### config.mk
export PLATFORM = sky130hd
export DESIGN_NAME = out_display_driver
export DESIGN_NICKNAME = d
export VERILOG_FILES = /design/src/rtl/out_display_driver_pkg.sv /design/src/rtl/out_display_driver_bin2bcd_seq.sv /design/src/rtl/out_display_driver.sv
export SDC_FILE = /design/constraint.sdc
export NUM_CORES = 1
export LEC_CHECK = 0
export CAP_MARGIN = 25
export CELL_PAD_IN_SITES_DETAIL_PLACEMENT = 2
export CELL_PAD_IN_SITES_GLOBAL_PLACEMENT = 2
export CORE_ASPECT_RATIO = 1.25
export CORE_UTILIZATION = 42
export DETAILED_ROUTE_END_ITERATION = 10
export PLACE_DENSITY_LB_ADDON = 0.1
export SYNTH_ARGS = -nofsm -noshare
export SYNTH_HDL_FRONTEND = slang
export SYNTH_SLANG_ARGS = --single-unit
### constraint.sdc
create_clock -name clk -period 4.7 [get_ports clk]
set_input_delay 1.41 -clock clk [delete_from_list [all_inputs] [get_ports clk]]
set_output_delay 1.41 -clock clk [all_outputs]
set_load 0.02 [all_outputs]
### src/rtl/out_display_driver_pkg.sv
// Shared constants, FSM encoding and helper functions for the decimal display driver.
package out_display_driver_pkg;

    localparam int unsigned DIN_W   = 8;
    localparam int unsigned NIB_W   = 4;
    localparam int unsigned NDIGITS = 3;
    localparam int unsigned BCD_W   = NIB_W * NDIGITS;
    localparam int unsigned SEG_W   = 7;
    localparam int unsigned SCAN_W  = 16;
    localparam int unsigned DIG_W   = 2;
    localparam int unsigned CNT_W   = 3;

    // Segment patterns, active-high, bit0=a ... bit6=g
    localparam logic [SEG_W-1:0] SEG_0     = 7'h3F;
    localparam logic [SEG_W-1:0] SEG_1     = 7'h06;
    localparam logic [SEG_W-1:0] SEG_2     = 7'h5B;
    localparam logic [SEG_W-1:0] SEG_3     = 7'h4F;
    localparam logic [SEG_W-1:0] SEG_4     = 7'h66;
    localparam logic [SEG_W-1:0] SEG_5     = 7'h6D;
    localparam logic [SEG_W-1:0] SEG_6     = 7'h7D;
    localparam logic [SEG_W-1:0] SEG_7     = 7'h07;
    localparam logic [SEG_W-1:0] SEG_8     = 7'h7F;
    localparam logic [SEG_W-1:0] SEG_9     = 7'h6F;
    localparam logic [SEG_W-1:0] SEG_BLANK = 7'h00;

    typedef enum logic [1:0] {
        IDLE   = 2'd0,
        SHIFT  = 2'd1,
        UPDATE = 2'd2
    } state_t;

    // Double-dabble correction: add 3 to every nibble that is 5 or more
    function automatic logic [BCD_W-1:0] add3_digits(input logic [BCD_W-1:0] v);
        logic [BCD_W-1:0] r;
        r = v;
        for (int i = 0; i < int'(NDIGITS); i++) begin
            if (v[i*NIB_W +: NIB_W] >= 4'd5) begin
                r[i*NIB_W +: NIB_W] = v[i*NIB_W +: NIB_W] + 4'd3;
            end
        end
        return r;
    endfunction

    // BCD nibble to segment pattern; codes 10-15 never occur and stay dark
    function automatic logic [SEG_W-1:0] seg_decode(input logic [NIB_W-1:0] n);
        logic [SEG_W-1:0] s;
        case (n)
            4'd0:    s = SEG_0;
            4'd1:    s = SEG_1;
            4'd2:    s = SEG_2;
            4'd3:    s = SEG_3;
            4'd4:    s = SEG_4;
            4'd5:    s = SEG_5;
            4'd6:    s = SEG_6;
            4'd7:    s = SEG_7;
            4'd8:    s = SEG_8;
            4'd9:    s = SEG_9;
            default: s = SEG_BLANK;
        endcase
        return s;
    endfunction

endpackage

### src/rtl/out_display_driver_bin2bcd_seq.sv
// Sequential 8-bit binary to 3-digit BCD converter with a one-deep pending slot.
module bin2bcd_seq
    import out_display_driver_pkg::*;
(
    input  logic             clk_i,
    input  logic             clr_i,
    input  logic [DIN_W-1:0] din_i,
    input  logic             ld_i,
    output logic [BCD_W-1:0] bcd_o,
    output logic             busy_o,
    output logic             done_o
);

    state_t             state_q;
    logic [DIN_W-1:0]   bin_q;
    logic [BCD_W-1:0]   acc_q;
    logic [CNT_W-1:0]   cnt_q;
    logic [DIN_W-1:0]   pend_q;
    logic               pend_vld_q;
    logic [BCD_W-1:0]   bcd_q;
    logic               busy_q;
    logic               done_q;

    logic [BCD_W-1:0]       adj_d;
    logic [BCD_W+DIN_W-1:0] shift_d;

    // One double-dabble step: correct the digits, then shift {acc, bin} left
    always_comb begin
        adj_d   = add3_digits(acc_q);
        shift_d = {adj_d[BCD_W-2:0], bin_q, 1'b0};
    end

    // Conversion FSM; the display keeps the old bcd until UPDATE commits
    always_ff @(posedge clk_i or posedge clr_i) begin
        if (clr_i) begin
            state_q    <= IDLE;
            bin_q      <= '0;
            acc_q      <= '0;
            cnt_q      <= '0;
            pend_q     <= '0;
            pend_vld_q <= 1'b0;
            bcd_q      <= '0;
            busy_q     <= 1'b0;
            done_q     <= 1'b0;
        end else begin
            done_q <= 1'b0;
            case (state_q)
                IDLE: begin
                    if (ld_i) begin
                        bin_q   <= din_i;
                        acc_q   <= '0;
                        cnt_q   <= '0;
                        busy_q  <= 1'b1;
                        state_q <= SHIFT;
                    end
                end
                SHIFT: begin
                    if (ld_i) begin
                        pend_q     <= din_i;
                        pend_vld_q <= 1'b1;
                    end
                    acc_q <= shift_d[BCD_W+DIN_W-1:DIN_W];
                    bin_q <= shift_d[DIN_W-1:0];
                    cnt_q <= cnt_q + CNT_W'(1);
                    if (cnt_q == CNT_W'(DIN_W - 1)) begin
                        state_q <= UPDATE;
                    end
                end
                UPDATE: begin
                    bcd_q  <= acc_q;
                    done_q <= 1'b1;
                    // A strobe landing here is the newest value, so it wins over the slot
                    if (ld_i || pend_vld_q) begin
                        bin_q      <= ld_i ? din_i : pend_q;
                        acc_q      <= '0;
                        cnt_q      <= '0;
                        pend_vld_q <= 1'b0;
                        state_q    <= SHIFT;
                    end else begin
                        busy_q  <= 1'b0;
                        state_q <= IDLE;
                    end
                end
                default: begin
                    state_q <= IDLE;
                end
            endcase
        end
    end

    assign bcd_o  = bcd_q;
    assign busy_o = busy_q;
    assign done_o = done_q;

endmodule

### src/rtl/out_display_driver.sv
// Decimal readout of the output register on a multiplexed 3-digit seven-segment display.
module out_display_driver
    import out_display_driver_pkg::*;
#(
    parameter int unsigned REFRESH_DIV = 1000,
    parameter bit          BLANK_LZ    = 1'b1
) (
    input  logic               clk,
    input  logic               clr,
    input  logic [DIN_W-1:0]   din,
    input  logic               ld,
    output logic [SEG_W-1:0]   seg,
    output logic [NDIGITS-1:0] an,
    output logic [BCD_W-1:0]   bcd,
    output logic               busy,
    output logic               done
);

    logic [BCD_W-1:0]   bcd_w;
    logic [SCAN_W-1:0]  scan_q, scan_d;
    logic [DIG_W-1:0]   dig_q, dig_d;
    logic [NDIGITS-1:0] an_q, an_d;
    logic [SEG_W-1:0]   seg_q, seg_d;
    logic               scan_wrap;
    logic [NIB_W-1:0]   nib;
    logic               hund_zero;
    logic               tens_zero;
    logic               blank;

    bin2bcd_seq u_conv (
        .clk_i  (clk),
        .clr_i  (clr),
        .din_i  (din),
        .ld_i   (ld),
        .bcd_o  (bcd_w),
        .busy_o (busy),
        .done_o (done)
    );

    // Scan timing, digit select, leading-zero blanking and segment decode
    always_comb begin
        scan_wrap = (scan_q == SCAN_W'(REFRESH_DIV - 1));
        scan_d    = scan_wrap ? '0 : scan_q + SCAN_W'(1);
        dig_d     = dig_q;
        if (scan_wrap) begin
            dig_d = (dig_q == DIG_W'(NDIGITS - 1)) ? '0 : dig_q + DIG_W'(1);
        end
        an_d = NDIGITS'(1) << dig_d;

        case (dig_d)
            2'd2:    nib = bcd_w[3*NIB_W-1:2*NIB_W];
            2'd1:    nib = bcd_w[2*NIB_W-1:NIB_W];
            default: nib = bcd_w[NIB_W-1:0];
        endcase

        hund_zero = (bcd_w[3*NIB_W-1:2*NIB_W] == 4'd0);
        tens_zero = (bcd_w[2*NIB_W-1:NIB_W] == 4'd0);
        blank     = BLANK_LZ && (((dig_d == 2'd2) && hund_zero) ||
                                 ((dig_d == 2'd1) && hund_zero && tens_zero));
        seg_d     = blank ? SEG_BLANK : seg_decode(nib);
    end

    // Display registers; an and seg are computed from the same next digit so they stay aligned
    always_ff @(posedge clk or posedge clr) begin
        if (clr) begin
            scan_q <= '0;
            dig_q  <= '0;
            an_q   <= NDIGITS'(1);
            seg_q  <= SEG_0;
        end else begin
            scan_q <= scan_d;
            dig_q  <= dig_d;
            an_q   <= an_d;
            seg_q  <= seg_d;
        end
    end

    assign seg = seg_q;
    assign an  = an_q;
    assign bcd = bcd_w;

endmodule

# Word level (Yosys, flattened, before mapping)
# Memories as Yosys holds them, arrays and structs flattened.
# Index checks and enable logic that the tools add are counted.
# W data, S select, Z words.
[word_totals] reg_bits=76 romBits=112 input_bits=11 out_inout_bits=24 word_cells=79 n_memories=1
[memory_table] memory="(name not given)" words=16 width=7 rd=1 rd_clocked_by_memory_dff=0 wr=0 line_no="out_display_driver_pkg.sv:47" text="case (n)"
[op_classes] addsub=6 magnitude_cmp=3 eq_ne=12 shift=1 mux=28 n_reduce_logical=15
[op_table] cell="$pmux W12 S3" count=1
[op_table] cell="$mux W12" count=2
[op_table] cell="$mux W8" count=3
[op_table] cell="$pmux W8 S3" count=1
[op_table] cell="$add A16 B1 Y16 const B" count=1
[op_table] cell="$eq A16 B10 Y1 const B" count=1
[op_table] cell="$mux W16" count=1
[op_table] cell="$ge A4 B3 Y1 const B" count=3
[op_table] cell="$mux W3" count=3
[op_table] cell="$pmux W3 S3" count=1
[op_table] cell="$reduce_and A3 Y1" count=3
[op_table] cell="$add A4 B2 Y4 const B" count=2
[op_table] cell="$logic_not A4 Y1" count=2
[op_table] cell="$mux W2" count=4
[op_table] cell="$mux W4" count=2
[op_table] cell="$pmux W4 S2" count=1
[op_table] cell="$mux W7" count=1
[op_table] cell="$eq A2 B2 Y1 const B" count=3
[op_table] cell="$ne A2 B2 Y1 const B" count=3
[op_table] cell="$pmux W2 S3" count=1
[op_table] cell="$mux W1" count=5
[op_table] cell="$eq A2 B1 Y1 const B" count=2
[op_table] cell="$ne A2 B1 Y1 const B" count=2
[op_table] cell="$pmux W1 S2" count=2
[op_table] cell="11 further kinds" count=15

# Longest topological paths before layout
[depth] depth_word=8 ltp_mapped=12 depth_no_buf=12

# Cells and area by module
# A second synthesis with hierarchy kept.
[unflattened] cells_unflattened=356 hier_area_um2=3873.7
[by_module_without_submodules] module="bin2bcd_seq" n_inst=1 cells_per_inst=222 area_each_um2=2391.0 seq_area_each_um2=1201.2
[by_module_without_submodules] module="out_display_driver" n_inst=1 cells_per_inst=134 area_each_um2=1482.7 seq_area_each_um2=709.4

# Least setup slack after synthesis
# No wires, ideal clock.
[synth_timing] path_type="reg-to-reg" from="register scan_q[12]" to="register seg_q[0] (netlist: seg[0])" setup_ns=0.089 t_arrival_ns=2.846 t_required_ns=4.611 setup_slack_ns=1.764 stages_incl_launch_ff=12 n_path_buf=1 period_less_slack_ns=2.936 cell_sequence="dfrtp_1 > nor4_1 > nand4_1 > nor3_1 > a21oi_1 > ha_1 > buf_4 > mux2i_1 > inv_1 > ha_1 > mux2_1 > a211oi_1"
[synth_via] elab_chain_len=7 word_cells_on_any_way=11 cone_classes="3 x eq/ne; 3 x mux; 4 x reduce/logical; 1 x memory"
[synth_lines] element="from (decl)" line_no="out_display_driver.sv:20" text="logic [SCAN_W-1:0] scan_q, scan_d;"
[synth_lines] element="from (signal assigned)" line_no="out_display_driver.sv:71" text="scan_q <= scan_d;"
[synth_lines] element="$eq A16 B10 Y1 *" line_no="out_display_driver.sv:42" text="scan_wrap = (scan_q == SCAN_W'(REFRESH_DIV - 1));"
[synth_lines] element="$mux W2 *" line_no="out_display_driver.sv:45" text="if (scan_wrap) begin"
[synth_lines] element="branches (longest 4 deep; another with $mem_v2 Z16 W7)"
[synth_lines] element="$mux W7 *" line_no="out_display_driver.sv:60" text="seg_d = blank ? SEG_BLANK : seg_decode(nib);"
[synth_lines] element="net seg_d[0]" line_no="out_display_driver.sv:23" text="logic [SEG_W-1:0] seg_q, seg_d;"
[synth_lines] element="to (signal assigned)" line_no="out_display_driver.sv:74" text="seg_q <= seg_d;"
[synth_lines] element="to (decl)" line_no="out_display_driver.sv:23"
# Mark *: on every way through the listed nets, which the timed path passes.
# A chain may end at the register's enable or synchronous reset.

# Worst setup path in the final report
# Same ends and word-level chain as after synthesis.

==> results_dict.tcl <==
set metrics [dict create \
    cap_violations 0 \
    port-buffer-count 34 \
    clkSlewWorstSetupHoldPaths_ns 0.06 \
    clock_skew_ns 0.00610 \
    tightest_slew_ns 0.913 \
    final_nets 421 \
    ys.warnings.count 0 \
    ios 35 \
    avgSynthCellArea_um2 11.3 \
    wl_per_cell_um 19.2 \
    finalCritPeriodShare 0.794 \
    die_h_um 111 \
    clk_path_buf_depth 2 \
    diodes 0 \
    drt_iter0_drc 70 \
    grt_max_degree 41 \
    n_fill_cell 972 \
    drv_slew 0 \
    synthesis.area_um2 3980 \
    arrival_ns 3.97 \
    fp.dieArea_um2 9860 \
    die_x_um 89.0 \
    final.setup.tns_ns 0 \
    fmax_ghz 0.268 \
    synth_cells 353 \
    setup_ws_ns 0.969 \
    grt_pass1_vias 3237 \
    r2r_setup_slack_ns 0.97 \
    path_class "reg -> reg" \
    power_leakage_nw 2.11 \
    start_kind "flip-flop" \
    clk-insertion-delay-late_ns 0.33 \
    grt_use_total 0.227 \
    end_kind "flip-flop" \
    ir_drop_v 0.000215 \
    status "complete, no violations" \
    ant_nets 0 \
    place_hpwl_mm 7.15 \
    relSlewSlack 0.392 \
    htreeDepth 3 \
    yosys_register_bits 76 \
    antenna_found_initial 0 \
    fin_cells 517 \
    vias 2862 \
    viasPerCell 5.54 \
    cts_resized 0 \
    root_buffer "clkbuf_16" \
    dpl_worst_slack_ns 1.03 \
    drive_above_1_share 0.185 \
    gr-total-overflow 0 \
    cts.hold.buffers_added 0 \
    grt_setup_unrepaired "no" \
    place.gp.congestion 0.714 \
    start_util 0.433 \
    synth-seq-area-share 0.481 \
    min_period_ns 3.73 \
    dpl.cell_count 501 \
    synthArstFlopShare 1.00 \
    first_pass_iters 4 \
    synth_edf_count 0 \
    powerDensity_nw_per_um2 451 \
    core_area_um2 9170 \
    numCtsBuffers 9 \
    clkSinkCount 76 \
    synth_ff_type "dfrtp_1" \
    grt_pass1_wl_mm 16.8 \
    hp-class "reg -> reg" \
    drt-total-wl_mm 9.93 \
    setup_viol 0 \
    rows 39 \
    tritoncts "done" \
    synthDistinctLibCells 49 \
    crit_fanout 6 \
    area_growth_pct 19.3 \
    crit_required_ns 4.94 \
    hold_viol 0 \
    synthesis.nets 385 \
    post-cts-setup-buffers 0 \
    drc_errors 0 \
]
-- cell families after synthesis --
logic type,share of synthesized area
AND/OR/NAND/NOR,0.107
flip-flops,0.481
buffers and inverters,0.0368
multiplexers,0.132
adder cells (fa/ha/maj),0.0661
AO/OA/AOI/OAI,0.138
XOR/XNOR,0.0397
-- layout make-up --
class	count	area (um^2)	area share
well taps	123	154	0.0325
multi-input cells	250	1920	0.405
flip-flops and latches	76	1910	0.403
clock inverters	4	72.6	0.0153
clock buffers	12	246	0.0520
inverters	13	48.8	0.0103
repair buffers	39	390	0.0823
-- final timing paths --
path / endpoint / from / depth (start not counted)
worst max-delay path: seg[0]$_DFF_PP1_ / scan_q[12]$_DFF_PP0_ / 10
min in group asynchronous: u_conv.busy_o$_DFFE_PP0P_ / clr / 2
worst min register to register: scan_q[0]$_DFF_PP0_ / scan_q[0]$_DFF_PP0_ / 1
max in group asynchronous: seg[2]$_DFF_PP1_ / clr / 3
worst min-delay path: scan_q[0]$_DFF_PP0_ / scan_q[0]$_DFF_PP0_ / 1
worst max register to register: seg[0]$_DFF_PP1_ / scan_q[12]$_DFF_PP0_ / 10
-- placed cells by master (no fill, tap or decap), types with 9 or more instances in the layout --
cell / Yosys / layout
a21oi_1: 20 / 20
o21ai_0: 19 / 19
a22o_1: 10 / 10
clkdlybuf4s50_1: 0 / 34
clkbuf_16: 0 / 9
nor2_1: 27 / 27
inv_1: 13 / 12
xnor2_1: 9 / 9
ha_1: 21 / 21
nand2_1: 22 / 22
dfrtp_1: 69 / 69
mux2_2: 29 / 29
xor2_1: 9 / 9
-- synthesized netlist by cell type, drive strengths merged (2+ instances only) --
cell     n  area share
o21ai   19       0.024
a21oi   22       0.030
xor2     9       0.020
nor3     8       0.010
nand2b   6      0.0094
nand2   22       0.021
dfstp    7       0.046
and2     2      0.0031
o31ai    7       0.013
dfrtp   69        0.43
inv     13       0.012
a21o     2      0.0038
a211oi   2      0.0050
nand3    6      0.0076
nor2    28       0.028
clkbuf   5      0.0047
a22o    12       0.027
buf      9       0.020
mux2i    7       0.024
nor3b    2      0.0038
nand4    4      0.0063
and3     3      0.0047
mux2    36        0.11
a22oi    8       0.016
ha      21       0.066
xnor2    9       0.020
nor4     2      0.0031
a311oi   2      0.0044
-- report_power, final --
| group | switching (mW) | internal (mW) | total (mW) |
|---|---|---|---|
| sequential | 0.0822 | 0.771 | 0.853 |
| combinational | 0.283 | 0.253 | 0.536 |
| clock | 0.268 | 0.479 | 0.747 |
| total | 0.633 | 1.50 | 2.14 |
-- state kept, by name, indices dropped and copies added, names as in the netlist --
register	cells
scan_q	16
u_conv.acc_q	12
u_conv.bcd_o	12
u_conv.bin_q	8
u_conv.pend_q	8
seg	7
an	3
u_conv.cnt_q	3
dig_q	2
u_conv.state_q	2
u_conv.busy_o	1
u_conv.done_o	1
u_conv.pend_vld_q	1
-- critical path: stages (launching register included) --
cell and delay, ns:
dfrtp_1 0.41, nor4_1 0.45, nand4_1 0.34, nor3_1 0.32, a21oi_1 0.12, ha_1 0.56
mux2i_1 0.50, inv_1 0.15, ha_1 0.25, mux2_1 0.30, a211oi_1 0.24
-- stage by stage --
| stage | utilization | total power, mW | instance area, um^2 | hold WS (ns) |
|---|---|---|---|---|
| floorplan | - | 1.25 | 3980 | 0.424 |
| global placement | 0.482 | 1.36 | 4420 | 0.439 |
| detailed placement | 0.482 | 1.41 | 4420 | 0.461 |
| CTS | 0.517 | 2.17 | 4740 | 0.475 |
| global route | 0.517 | 2.25 | 4740 | 0.504 |
| finish | 0.517 | 2.14 | 4740 | 0.477 |
-- routing by layer --
layer | GRT usage | vias up | wire [um] | part of all wire
li1 | - | 1335 | - | -
met2 | 0.407 | 39 | 5450 | 0.55
met4 | 0.111 | 0 | 341 | 0.034
met3 | 0.0298 | 18 | 166 | 0.017
met5 | 0 | - | 0 | 0
met1 | 0.256 | 1470 | 3970 | 0.40
(Power assumes the default switching activity.)
